File: src/rtl/regfile_2r1w_sb.sv
// General-purpose register file for npc: two combinational read ports, one write port, a debug tap
// and a per-register pending (scoreboard) bit. Optional same-cycle write forwarding under RF_BYPASS_EN.
module regfile_2r1w_sb #(
    parameter int ADDR_WIDTH = 5,
    parameter int DATA_WIDTH = 32,
    parameter bit ZERO_REG   = 1'b1
) (
    input  logic                  clk,
    input  logic                  rst_n,
    input  logic                  wen,
    input  logic [ADDR_WIDTH-1:0] waddr,
    input  logic [DATA_WIDTH-1:0] wdata,
    input  logic [ADDR_WIDTH-1:0] raddr1,
    input  logic [ADDR_WIDTH-1:0] raddr2,
    output logic [DATA_WIDTH-1:0] rdata1,
    output logic [DATA_WIDTH-1:0] rdata2,
    output logic                  busy1,
    output logic                  busy2,
    input  logic                  issue_en,
    input  logic [ADDR_WIDTH-1:0] issue_rd,
    input  logic [ADDR_WIDTH-1:0] dbg_addr,
    output logic [DATA_WIDTH-1:0] dbg_data,
    output logic                  pending_any
);

    localparam int NREGS = 1 << ADDR_WIDTH;

    logic [DATA_WIDTH-1:0] rf [NREGS];
    logic [NREGS-1:0]      pending;
    logic [NREGS-1:0]      pending_next;

    // Index 0 is a sink/constant when ZERO_REG is set.
    logic wr_act, iss_act, r1_zero, r2_zero, dbg_zero;

    always_comb begin
        wr_act   = wen      && !(ZERO_REG && (waddr    == '0));
        iss_act  = issue_en && !(ZERO_REG && (issue_rd == '0));
        r1_zero  = ZERO_REG && (raddr1   == '0);
        r2_zero  = ZERO_REG && (raddr2   == '0);
        dbg_zero = ZERO_REG && (dbg_addr == '0);
    end

    // Clear from write-back is applied before set from issue, so a same-edge issue wins.
    always_comb begin
        // NOTE: combinational logic uses blocking '=' and assigns a default first so no latch is inferred.
        pending_next = pending;
        if (wr_act) begin
            pending_next[waddr] = 1'b0;
        end
        if (iss_act) begin
            pending_next[issue_rd] = 1'b1;
        end
    end

    always_ff @(posedge clk or negedge rst_n) begin
        if (!rst_n) begin
            // NOTE: the array is reset because every register must read 0 after reset; this
            // costs flops instead of a RAM macro, which is acceptable at this depth.
            for (int i = 0; i < NREGS; i++) begin
                rf[i] <= '0;
            end
            pending <= '0;
        end else begin
            // NOTE: sequential state uses non-blocking '<=' so all updates land together at the edge.
            if (wr_act) begin
                rf[waddr] <= wdata;
            end
            pending <= pending_next;
        end
    end

    always_comb begin
        rdata1   = r1_zero  ? '0 : rf[raddr1];
        rdata2   = r2_zero  ? '0 : rf[raddr2];
        busy1    = r1_zero  ? 1'b0 : pending[raddr1];
        busy2    = r2_zero  ? 1'b0 : pending[raddr2];
        dbg_data = dbg_zero ? '0 : rf[dbg_addr];
`ifdef RF_BYPASS_EN
        // Forward the in-flight write; gated by rst_n so outputs stay 0 while in reset.
        if (rst_n && wr_act && (waddr == raddr1)) begin
            rdata1 = wdata;
            busy1  = iss_act && (issue_rd == raddr1);
        end
        if (rst_n && wr_act && (waddr == raddr2)) begin
            rdata2 = wdata;
            busy2  = iss_act && (issue_rd == raddr2);
        end
`endif
    end

    assign pending_any = |pending;

endmodule

File: config.mk
export PLATFORM = sky130hd
export DESIGN_NAME = regfile_2r1w_sb
export DESIGN_NICKNAME = d
export VERILOG_FILES = /design/src/rtl/regfile_2r1w_sb.sv
export SDC_FILE = /design/constraint.sdc
export NUM_CORES = 2
export LEC_CHECK = 0
export CAP_MARGIN = 20
export CORE_MARGIN = 4
export CORE_UTILIZATION = 36
export CTS_CLUSTER_SIZE = 10
export DETAILED_ROUTE_END_ITERATION = 10
export PLACE_DENSITY_LB_ADDON = 0.25
export SKIP_LAST_GASP = 1
export SYNTH_ARGS = -nofsm -noshare
export SYNTH_HDL_FRONTEND = slang
export SYNTH_SLANG_ARGS = --single-unit
File: constraint.sdc
create_clock -name clk -period 4.05 [get_ports clk]
set_input_delay 0.6075 -clock clk [delete_from_list [all_inputs] [get_ports clk]]
set_output_delay 0.6075 -clock clk [all_outputs]
set_load 0.03 [all_outputs]
==> metrics <==
Leak 31.7 nW; Area Growth Syn to Fin 17.5%; DR iter-0 viols 5,555; Top delay family on crit path compound AO/OA/AOI/OAI gates; clock-pin slew on the worst setup and hold paths 60 ps; sw power 10.7 mW; boundary pin count 160; num rows 155; Net Sw Frac 0.305; slew margin rel. 0.237; initial antenna violation count 14; type of origin of the critical path input pin; Comb power frac 0.269; Nets 4,658; layout cells sized above 1 0.542; DR WL/cell 37.2 um; internal power 24.4 mW; synthesized area per cell 14.6 um2; Yosys reg bits 1,056; CP Data Required Time 3440 ps; CTS tree done; gr busiest metal met2; placed wire-length estimate 167,000 um; Ys Warns 0; Syn Nets 4,496; crit end category output pin; Final Setup Violations 0; fin crit share 0.977; Slew Viols, Final 0; CP Max Fanout 39; Mapped Area 64,900 um2; Core Area 179,000 um2; dpl cells 6,798; gr ovfl total 0; Final Skew 0 ps; First-pass DRT Iterations 6; Critical path buffers and inverters 3; Synth Flop Type dfrtp_1; Max stage delay on crit path 980 ps; vias 46,600; met2 Usage GRT 0.434; Die X 433 um; Finished Layout Cells 7,023; post-route antenna net violation count 0; Post-synth EDFFs 0; DRC viols 0; Seq pwr share 0.417; Hold Fails Final Rpt 0; Synth cell types 52; pin count of the biggest net entering global routing 100; Max IR drop VDD 0.387 mV; CTS H-tree lvls 4; post_cts resized 0; drt via density 6.64; Setup TNS Final 0 ps; worst-skew pair later-pin latency 780 ps; Tmin final 3960 ps; Sink Count 1,056; post-route cell area 76,200 um2; Placer Congestion 0.877; Total Routed Length 261,000 um; Critical-path top delay cell a311oi_1; Global Route Usage Sum 0.278; worst slew pin tran 1140 ps; status finished, final reports clean; worst-path cell chain buf_8 -> nor2_4 -> buf_4 -> a221oi_1 -> o21ai_0 -> a311oi_1 -> buf_12; placed cell areas 71,800 um2; Final Power 35.1 mW; Root Driver clkbuf_16; met1 usage in global routing 0.358; CP arrival 3350 ps; Crit Path Class in2out; die area 187,000 um2; Fmax 0.253 GHz; post-CTS setup buffer count 0; Clk pwr share 0.314; RSZ-0062 raised after global routing no; power density cells 460 nW/um2; Inserted Clock Buffers 130; first-pass GRT wire length 370,000 um; Initial Utilization 0.363; clk buf depth 3; Max Cap Viol 0; Worst Hold Class reg2reg; die height 433 um; vias in the first global route 46,900; Post-Syn Instances 4,435; sequential share of the synthesized area 0.407; routing usage on met3 0.0582; post-synthesis async set-or-reset flop share 1.00; I/O Buffers 159
-- area by class of cell --
class	count	area, um2
fillers	16100	103000
multi-input cells	2818	35700
flip-flops and latches	1056	26400
repair buffers	575	7240
clock buffers	179	3690
well taps	2355	2950
clock inverters	15	154
inverters	16	67.6
diodes	9	22.5
-- Yosys cell counts, types with 4 or more instances --
library cell / number / share of area
inv_1: 14 / 0.00081
nor2_2: 9 / 0.00087
buf_4: 82 / 0.0095
o2111ai_1: 23 / 0.0031
nand3_1: 4 / 0.00031
nand2b_1: 6 / 0.00058
a32o_1: 4 / 0.00062
dfrtp_1: 1056 / 0.41
a311oi_1: 98 / 0.013
a22oi_1: 98 / 0.011
o22ai_1: 13 / 0.0013
o21ai_1: 68 / 0.0052
o21ai_0: 105 / 0.0081
buf_2: 193 / 0.015
nor3_2: 4 / 0.00062
clkbuf_1: 216 / 0.012
nor2b_1: 108 / 0.010
nand2_1: 66 / 0.0038
a221oi_1: 74 / 0.010
mux2_1: 8 / 0.0014
nor4_1: 8 / 0.00077
nor2_1: 8 / 0.00046
buf_6: 43 / 0.0075
mux4_2: 686 / 0.24
buf_1: 6 / 0.00035
mux2_2: 1082 / 0.19
mux2i_1: 196 / 0.030
a22o_1: 11 / 0.0015
a211oi_1: 98 / 0.011
-- power groups by stage --
| stage | clock (mW) | combinational [mW] | sequential [mW] |
|---|---|---|---|
| 2_1_floorplan | 0 | 6.39 | 14.0 |
| 3_3_place_gp | 0 | 9.23 | 14.6 |
| 3_5_place_dp | 0 | 9.34 | 14.7 |
| 4_1_cts | 11.2 | 9.39 | 14.5 |
| 5_1_grt | 11.6 | 9.97 | 14.9 |
| 6_report | 11.0 | 9.46 | 14.6 |
-- logic make-up (layout without fill, tap and decap cells) --
kind of cell           Yosys count  in the layout  share of synthesized area
flip-flops                    1056           1056                      0.407
AND/OR/NAND/NOR                250            250                     0.0225
buffers and inverters          561            785                     0.0467
other                            0              9                          0
multiplexers                  1972           1972                      0.457
AO/OA/AOI/OAI                  596            596                     0.0663
-- layer usage --
metal / up-vias / wire [um] / share of wire
met5: - / 33 / 0.00013
met4: 6 / 17600 / 0.067
met1: 25200 / 101000 / 0.39
met3: 696 / 20700 / 0.079
li1: 18100 / - / -
met2: 2610 / 122000 / 0.47
-- metrics by stage --
stage / worst slack, ps / util / hold WS [ps]
3_3_place_gp: -219 / 0.401 / 396
2_1_floorplan: 1010 / - / 312
5_1_grt: 75.3 / 0.426 / 425
6_report: 94.0 / 0.426 / 419
3_5_place_dp: 91.3 / 0.402 / 402
4_1_cts: 72.5 / 0.423 / 414
-- registers in the layout, indices dropped and copies added (netlist names) --
register	cells
pending	32
rf	1024
-- cell usage in the layout (no fill, tap or decap), types with 74 or more instances in the layout --
cell and n:
a211oi_1 98, a221oi_1 74, a22oi_1 98, a311oi_1 98
buf_12 189, buf_4 300, clkbuf_16 144, dfrtp_1 1056
mux2_2 1082, mux2i_1 196, mux4_2 686, nor2b_1 102
o21ai_0 105
-- final timing paths --
| kind | startpoint | end | cells past startpoint | slack [ps] |
|---|---|---|---|---|
| max in group asynchronous | rst_n | rf[740]$_DFFE_PN0P_ | 3 | 2130 |
| max reg2reg | rf[959]$_DFFE_PN0P_ | rf[959]$_DFFE_PN0P_ | 1 | 3210 |
| min reg2reg | rf[996]$_DFFE_PN0P_ | rf[996]$_DFFE_PN0P_ | 0 | 420 |
| min | rf[996]$_DFFE_PN0P_ | rf[996]$_DFFE_PN0P_ | 0 | 420 |
| max | dbg_addr[1] | dbg_data[19] | 7 | 90 |
| min in group asynchronous | rst_n | rf[173]$_DFFE_PN0P_ | 2 | 550 |
-- what timing repair did --
item | in CTS | in global routing
endpoints found under the hold margin | 52 | 0
hold buffers | 1 | 0
setup endpoints to repair | 0 | 0
Note: power is estimated with default switching activity, not from simulation.
